==> src/rtl/dmem_arbiter_if.sv <==
// Signal bundle between the CPU M-stage port, the debug/loader master and dmem.
// The arbiter uses the slave view; the surrounding environment uses the master view.
`timescale 1ns/1ps
interface dmem_arbiter_if #(
    parameter int AW = 32,
    parameter int DW = 32
);
    logic          cpu_req;
    logic          cpu_we;
    logic [AW-1:0] cpu_addr;
    logic [DW-1:0] cpu_wdata;
    logic [1:0]    cpu_size;
    logic          cpu_stall;
    logic [DW-1:0] cpu_rdata;
    logic          cpu_rvalid;

    logic          dbg_req;
    logic          dbg_we;
    logic [AW-1:0] dbg_addr;
    logic [DW-1:0] dbg_wdata;
    logic [1:0]    dbg_size;
    logic          dbg_gnt;
    logic [DW-1:0] dbg_rdata;
    logic          dbg_rvalid;

    logic          mem_we;
    logic [AW-1:0] mem_addr;
    logic [DW-1:0] mem_wdata;
    logic [1:0]    mem_be;
    logic [DW-1:0] mem_rdata;

    modport slave (
        input  cpu_req, cpu_we, cpu_addr, cpu_wdata, cpu_size,
        output cpu_stall, cpu_rdata, cpu_rvalid,
        input  dbg_req, dbg_we, dbg_addr, dbg_wdata, dbg_size,
        output dbg_gnt, dbg_rdata, dbg_rvalid,
        output mem_we, mem_addr, mem_wdata, mem_be,
        input  mem_rdata
    );

    modport master (
        output cpu_req, cpu_we, cpu_addr, cpu_wdata, cpu_size,
        input  cpu_stall, cpu_rdata, cpu_rvalid,
        output dbg_req, dbg_we, dbg_addr, dbg_wdata, dbg_size,
        input  dbg_gnt, dbg_rdata, dbg_rvalid,
        input  mem_we, mem_addr, mem_wdata, mem_be,
        output mem_rdata
    );
endinterface

==> src/rtl/dmem_arbiter.sv <==
// Arbitrates the single dmem port between the CPU M-stage and the debug master,
// with a starvation counter that bounds how long debug can be held off.
//
//   state    | meaning
//   ---------+--------------------------------------------------------
//   CPU_PRI  | CPU wins any conflict; debug only gets idle cycles
//   DBG_PRI  | debug has waited long enough and wins the next conflict
`timescale 1ns/1ps
module dmem_arbiter #(
    parameter int AW       = 32,
    parameter int DW       = 32,
    parameter int MAX_WAIT = 8
) (
    input  logic          clk,
    input  logic          reset,
    dmem_arbiter_if.slave bus
);
    localparam int            CW       = $clog2(MAX_WAIT + 1);
    localparam logic [CW-1:0] WAIT_TC  = CW'(MAX_WAIT - 1);
    localparam logic [CW-1:0] WAIT_SAT = CW'(MAX_WAIT);

    typedef enum logic {
        CPU_PRI = 1'b0,
        DBG_PRI = 1'b1
    } state_t;

    typedef enum logic [1:0] {
        OWN_NONE = 2'd0,
        OWN_CPU  = 2'd1,
        OWN_DBG  = 2'd2
    } owner_t;

    state_t        state, state_nxt;
    owner_t        rd_owner, owner_nxt;
    logic [CW-1:0] wait_cnt, wait_nxt;
    logic          cpu_gnt, dbg_gnt;
    logic          mux_we;
    logic [AW-1:0] mux_addr;
    logic [DW-1:0] mux_wdata;
    logic [1:0]    mux_be;

    always_ff @(posedge clk) begin
        if (!reset) begin
            state    <= CPU_PRI;
            wait_cnt <= '0;
            rd_owner <= OWN_NONE;
        end else begin
            state    <= state_nxt;
            wait_cnt <= wait_nxt;
            rd_owner <= owner_nxt;
        end
    end

    always_comb begin
        cpu_gnt   = 1'b0;
        dbg_gnt   = 1'b0;
        state_nxt = state;
        wait_nxt  = wait_cnt;
        owner_nxt = OWN_NONE;

        // No access is issued while reset is held, so dmem never sees a stray write.
        if (reset) begin
            if (state == DBG_PRI && bus.dbg_req) begin
                dbg_gnt = 1'b1;
            end else if (bus.cpu_req) begin
                cpu_gnt = 1'b1;
            end else if (bus.dbg_req) begin
                dbg_gnt = 1'b1;
            end
        end

        if (!bus.dbg_req || dbg_gnt) begin
            wait_nxt = '0;
        end else if (wait_cnt != WAIT_SAT) begin
            wait_nxt = wait_cnt + 1'b1;
        end

        case (state)
            CPU_PRI: begin
                if (bus.dbg_req && !dbg_gnt && wait_cnt == WAIT_TC) begin
                    state_nxt = DBG_PRI;
                end
            end
            DBG_PRI: begin
                if (dbg_gnt || !bus.dbg_req) begin
                    state_nxt = CPU_PRI;
                end
            end
            default: state_nxt = CPU_PRI;
        endcase

        if (cpu_gnt && !bus.cpu_we) begin
            owner_nxt = OWN_CPU;
        end else if (dbg_gnt && !bus.dbg_we) begin
            owner_nxt = OWN_DBG;
        end
    end

    always_comb begin
        mux_we    = 1'b0;
        mux_addr  = '0;
        mux_wdata = '0;
        mux_be    = 2'b00;
        if (cpu_gnt) begin
            mux_we    = bus.cpu_we;
            mux_addr  = bus.cpu_addr;
            mux_wdata = bus.cpu_wdata;
            mux_be    = bus.cpu_size;
        end else if (dbg_gnt) begin
            mux_we    = bus.dbg_we;
            mux_addr  = bus.dbg_addr;
            mux_wdata = bus.dbg_wdata;
            mux_be    = bus.dbg_size;
        end
    end

    assign bus.mem_we     = mux_we;
    assign bus.mem_addr   = mux_addr;
    assign bus.mem_wdata  = mux_wdata;
    assign bus.mem_be     = mux_be;

    assign bus.cpu_stall  = reset & bus.cpu_req & ~cpu_gnt;
    assign bus.dbg_gnt    = dbg_gnt;

    // Both masters see the raw read data; only the owner's rvalid qualifies it.
    assign bus.cpu_rdata  = bus.mem_rdata;
    assign bus.dbg_rdata  = bus.mem_rdata;
    assign bus.cpu_rvalid = (rd_owner == OWN_CPU);
    assign bus.dbg_rvalid = (rd_owner == OWN_DBG);
endmodule

==> src/flat_wrapper.sv <==
// flat-port wrapper written by rule: the top's interface ports become plain ports
module dmem_arbiter_flat 
#(
    parameter int AW       = 32,
    parameter int DW       = 32,
    parameter int MAX_WAIT = 8
)
  (clk, reset, bus_cpu_req, bus_cpu_we, bus_cpu_addr, bus_cpu_wdata, bus_cpu_size, bus_cpu_stall, bus_cpu_rdata, bus_cpu_rvalid, bus_dbg_req, bus_dbg_we, bus_dbg_addr, bus_dbg_wdata, bus_dbg_size, bus_dbg_gnt, bus_dbg_rdata, bus_dbg_rvalid, bus_mem_we, bus_mem_addr, bus_mem_wdata, bus_mem_be, bus_mem_rdata);
  dmem_arbiter_if #(.AW(AW), .DW(DW)) bus_i ();
  input  logic clk;
  input  logic reset;
  input wire logic [$bits(bus_i.cpu_req)-1:0] bus_cpu_req;
  input wire logic [$bits(bus_i.cpu_we)-1:0] bus_cpu_we;
  input wire logic [$bits(bus_i.cpu_addr)-1:0] bus_cpu_addr;
  input wire logic [$bits(bus_i.cpu_wdata)-1:0] bus_cpu_wdata;
  input wire logic [$bits(bus_i.cpu_size)-1:0] bus_cpu_size;
  output wire logic [$bits(bus_i.cpu_stall)-1:0] bus_cpu_stall;
  output wire logic [$bits(bus_i.cpu_rdata)-1:0] bus_cpu_rdata;
  output wire logic [$bits(bus_i.cpu_rvalid)-1:0] bus_cpu_rvalid;
  input wire logic [$bits(bus_i.dbg_req)-1:0] bus_dbg_req;
  input wire logic [$bits(bus_i.dbg_we)-1:0] bus_dbg_we;
  input wire logic [$bits(bus_i.dbg_addr)-1:0] bus_dbg_addr;
  input wire logic [$bits(bus_i.dbg_wdata)-1:0] bus_dbg_wdata;
  input wire logic [$bits(bus_i.dbg_size)-1:0] bus_dbg_size;
  output wire logic [$bits(bus_i.dbg_gnt)-1:0] bus_dbg_gnt;
  output wire logic [$bits(bus_i.dbg_rdata)-1:0] bus_dbg_rdata;
  output wire logic [$bits(bus_i.dbg_rvalid)-1:0] bus_dbg_rvalid;
  output wire logic [$bits(bus_i.mem_we)-1:0] bus_mem_we;
  output wire logic [$bits(bus_i.mem_addr)-1:0] bus_mem_addr;
  output wire logic [$bits(bus_i.mem_wdata)-1:0] bus_mem_wdata;
  output wire logic [$bits(bus_i.mem_be)-1:0] bus_mem_be;
  input wire logic [$bits(bus_i.mem_rdata)-1:0] bus_mem_rdata;
  assign bus_i.cpu_req = bus_cpu_req;
  assign bus_i.cpu_we = bus_cpu_we;
  assign bus_i.cpu_addr = bus_cpu_addr;
  assign bus_i.cpu_wdata = bus_cpu_wdata;
  assign bus_i.cpu_size = bus_cpu_size;
  assign bus_cpu_stall = bus_i.cpu_stall;
  assign bus_cpu_rdata = bus_i.cpu_rdata;
  assign bus_cpu_rvalid = bus_i.cpu_rvalid;
  assign bus_i.dbg_req = bus_dbg_req;
  assign bus_i.dbg_we = bus_dbg_we;
  assign bus_i.dbg_addr = bus_dbg_addr;
  assign bus_i.dbg_wdata = bus_dbg_wdata;
  assign bus_i.dbg_size = bus_dbg_size;
  assign bus_dbg_gnt = bus_i.dbg_gnt;
  assign bus_dbg_rdata = bus_i.dbg_rdata;
  assign bus_dbg_rvalid = bus_i.dbg_rvalid;
  assign bus_mem_we = bus_i.mem_we;
  assign bus_mem_addr = bus_i.mem_addr;
  assign bus_mem_wdata = bus_i.mem_wdata;
  assign bus_mem_be = bus_i.mem_be;
  assign bus_i.mem_rdata = bus_mem_rdata;
  dmem_arbiter #(.AW(AW), .DW(DW), .MAX_WAIT(MAX_WAIT)) u_core (.clk(clk), .reset(reset), .bus(bus_i));
endmodule
==> config.mk <==
export PLATFORM = sky130hd
export DESIGN_NAME = dmem_arbiter_flat
export DESIGN_NICKNAME = d
export VERILOG_FILES = /design/src/rtl/dmem_arbiter_if.sv /design/src/rtl/dmem_arbiter.sv /design/src/flat_wrapper.sv
export SDC_FILE = /design/constraint.sdc
export NUM_CORES = 1
export LEC_CHECK = 0
export BUFFER_PORTS_ARGS = -buffer_cell sky130_fd_sc_hd__buf_2
export CAP_MARGIN = 5
export CELL_PAD_IN_SITES_DETAIL_PLACEMENT = 2
export CELL_PAD_IN_SITES_GLOBAL_PLACEMENT = 2
export CORE_MARGIN = 2
export CORE_UTILIZATION = 10
export DETAILED_ROUTE_END_ITERATION = 12
export HOLD_SLACK_MARGIN = 0.15
export PLACE_DENSITY_LB_ADDON = 0.15
export RECOVER_POWER = 100
export SETUP_SLACK_MARGIN = 0.1
export SLEW_MARGIN = 20
export SYNTH_ARGS = -nofsm -noshare
export SYNTH_HDL_FRONTEND = slang
export SYNTH_SLANG_ARGS = --single-unit
==> constraint.sdc <==
create_clock -name clk -period 1.8 [get_ports clk]
set_input_delay 0.09 -clock clk [delete_from_list [all_inputs] [get_ports clk]]
set_output_delay 0.09 -clock clk [all_outputs]
set_load 0.01 [all_outputs]
==> flow_metrics.tcl <==
set metrics [dict create \
    viasPerCell 3.77 \
    tightestPinTransition_ns 0.280 \
    clock_skew_ns 0.00244 \
    drtIter0Drc 39 \
    cts_buffers 3 \
    sw_frac_of_total 0.305 \
    fin_ws_ns 0.204 \
    start_util 0.102 \
    synth_cell_types 22 \
    yosys_warnings 0 \
    synth_seq_area_share 0.0937 \
    ant_nets 0 \
    clock_power_share 0.383 \
    period_needed_ns 1.60 \
    dp_hpwl_um 6720 \
    grt_pass1_vias 2069 \
    dp_slack_ns 0.389 \
    grt-ovfl-total 0 \
    seq_power_share 0.164 \
    die_x_um 126 \
    layout-drive-gt1-share 0.463 \
    reg2reg_slack_ns 0.65 \
    path_buf_inv 2 \
    busiest_layer "met2" \
    coreArea_mm2 0.0146 \
    r2r-end "u_core.wait_cnt[1]" \
    syn-cell-area_mm2 0.00150 \
    reg2reg_depth 5 \
    place_congestion 0.763 \
    wl_um 8090 \
    drc 0 \
    async_flop_share 0 \
    gr-usage-met2 0.180 \
    yosysTopAreaCell "a22o_1" \
    p_comb_frac 0.453 \
    synth_fa_ha_area_frac 0.0167 \
    crit_path_end "bus_mem_wdata[8]" \
    p_int_w 0.000680 \
    insertion_delay_ns 0.23 \
    fmax_mhz 627 \
    antenna_found_initial 1 \
    drv_slew 0 \
    cellPowerDensity_mw_per_mm2 428 \
    clock_sinks 7 \
    num-nets-final 495 \
    p_sw_w 0.000298 \
    p_leak_nw 1.10 \
    crit_path_end_kind "primary output" \
    multiInputGateArea_um2 779 \
    timing.final.crit_share 0.887 \
    synth_xor_xnor_area_share 0.0117 \
    critPathMaxFanout 36 \
    numPortBuffers 208 \
    grt_util_all_layers 0.0921 \
    ys_ff_latch 7 \
    synthToLayoutAreaGrowth_pct 52.8 \
    relSlewSlack 0.814 \
    slowest_stage "dfxtp_1" \
    met3_usage 0.0285 \
    crit_chain "nor2b_4 > nor2_4 > buf_12 > a22o_1 > clkbuf_1" \
    wl_per_cell_um 16.0 \
    power_w 0.000978 \
    holdWs_ns 0.180 \
    grt_max_degree 37 \
    fillers 1784 \
    netlist_top_cells_count "67 x a22o_1, 67 x buf_4, 7 x buf_2, 7 x dfxtp_1, 5 x nand2_1" \
    synthTopCellsByArea "a22o_1 39%, buf_4 34%, dfxtp_1 9.4%" \
    start_kind "register" \
    synth_mux_area_frac 0.00669 \
    worstPathArrival_ns 1.51 \
    ir_drop_uv 439 \
    final-hold-violation-count 0 \
    clk_path_buf_depth 2 \
    crit_type "register to primary output" \
    regArea_um2 140 \
    outcome "complete, no violations" \
    synth_top_family_by_area "compound AO/OA/AOI/OAI gates" \
    synth_compound_area_frac 0.402 \
    hp-class "primary input to primary output" \
    setup_violations 0 \
    syn_inst 182 \
    cts_tree "yes" \
    vias 1912 \
    timing.rr.start "u_core.wait_cnt[0]" \
    path_delay_family "flip-flops" \
    synth_edf_count 0 \
    rsz0062_at_grt "no" \
    setup_tns_ns 0 \
    avgSynthCellArea_um2 8.22 \
    syn-num-nets 354 \
    slowest_delay_ns 0.43 \
    required_ns 1.71 \
    cp_num_cells 5 \
    cts.reportedPaths.clkPinSlew_ns 0.04 \
    max_cap_violations 0 \
    dieArea_mm2 0.0159 \
    htree_levels 1 \
    die_y_um 126 \
    std_cell_rows 44 \
    drt_pass1_iterations 4 \
    ios 305 \
    yosys.area_share.simple 0.0795 \
    grt_pass1_wl_um 11800 \
    finalNonFillerCells 507 \
    gr-usage-met1 0.0926 \
    cts_root_buf "clkbuf_16" \
    ys.flop_type "dfxtp_1" \
    placed_cells 500 \
    crit_start "u_core.state" \
    netlist.area_leader.share 0.392 \
]
-- per-stage QoR --
step / area (um2) / util
after floorplan: 1500 / -
after global placement: 2270 / 0.155
after detailed placement: 2270 / 0.155
after CTS: 2360 / 0.162
after global routing: 2280 / 0.157
final: 2280 / 0.157
-- cell type report --
| class | instances | area share |
|---|---|---|
| well taps | 184 | 0.101 |
| repair buffers | 214 | 0.458 |
| flip-flops and latches | 7 | 0.0613 |
| inverters | 2 | 0.00329 |
| diodes | 1 | 0.00110 |
| clock buffers | 4 | 0.0345 |
| multi-input cells | 95 | 0.341 |
-- placed cells by master, fill, tap and decap left out, types with 2 or more instances in the layout --
master,n
buf_2,139
clkbuf_1,70
a22o_1,67
dfxtp_1,7
nand2_1,5
nor2_1,4
nor2b_1,3
clkbuf_16,3
buf_12,3
inv_1,2
nand3_1,2
nor3_1,2
nand3b_1,2
ha_1,2
dlygate4sd3_1,2
-- power by group through the flow --
stage / registers, W / logic [W] / clock network, W
after floorplan: 0.000163 / 0.000341 / 0
after global placement: 0.000163 / 0.000464 / 0
after detailed placement: 0.000163 / 0.000469 / 0
after CTS: 0.000161 / 0.000476 / 0.000386
after global routing: 0.000161 / 0.000486 / 0.000399
final: 0.000161 / 0.000443 / 0.000374
-- routing by layer --
metal | vias up | routed length [um]
met5 | - | 0
met4 | 0 | 199
met3 | 22 | 763
met2 | 115 | 4320
met1 | 881 | 2810
li1 | 894 | -
-- how the worst min path moves through the flow --
stage                           start            endpoint  slack (ns)  cells past startpoint
floorplan                  bus_cpu_we  u_core.rd_owner[0]        0.16                      1
global placement    bus_mem_rdata[22]   bus_cpu_rdata[22]        0.18                      0
detailed placement  bus_mem_rdata[22]   bus_cpu_rdata[22]        0.18                      0
CTS                 bus_mem_rdata[22]   bus_cpu_rdata[22]        0.18                      0
global route        bus_mem_rdata[16]   bus_dbg_rdata[16]        0.18                      0
finish               bus_mem_rdata[0]    bus_dbg_rdata[0]        0.18                      0
-- registers in the layout, summed over array words and instances (netlist names) --
register / cells
u_core.wait_cnt: 4
u_core.rd_owner: 2
u_core.state: 1
-- worst register-to-register path: cells and delay by family (launching register included) --
kind	cells	cell delay (ns)
mux	1	0.20
fa+ha+maj	1	0.21
simple gates	2	0.19
flops	1	0.38
buf+inv	1	0.07
-- timing repair --
action / CTS / global route
hold buffers: 2 / 0
gates resized for setup: 0 / 1
endpoints found under the hold margin: 2 / 0
setup endpoints to repair: 0 / 8
setup buffers: 0 / 0
-- logic make-up (layout without fill, tap and decap cells) --
| kind of cell | after synthesis | count (layout) |
|---|---|---|
| xor+xnor | 2 | 2 |
| flops | 7 | 7 |
| simple gates | 21 | 21 |
| fa+ha+maj | 2 | 2 |
| other cells | 0 | 1 |
| mux | 1 | 1 |
| buf+inv | 80 | 220 |
| compound gates | 69 | 69 |
No activity file was read; power rests on OpenSTA's default activity.
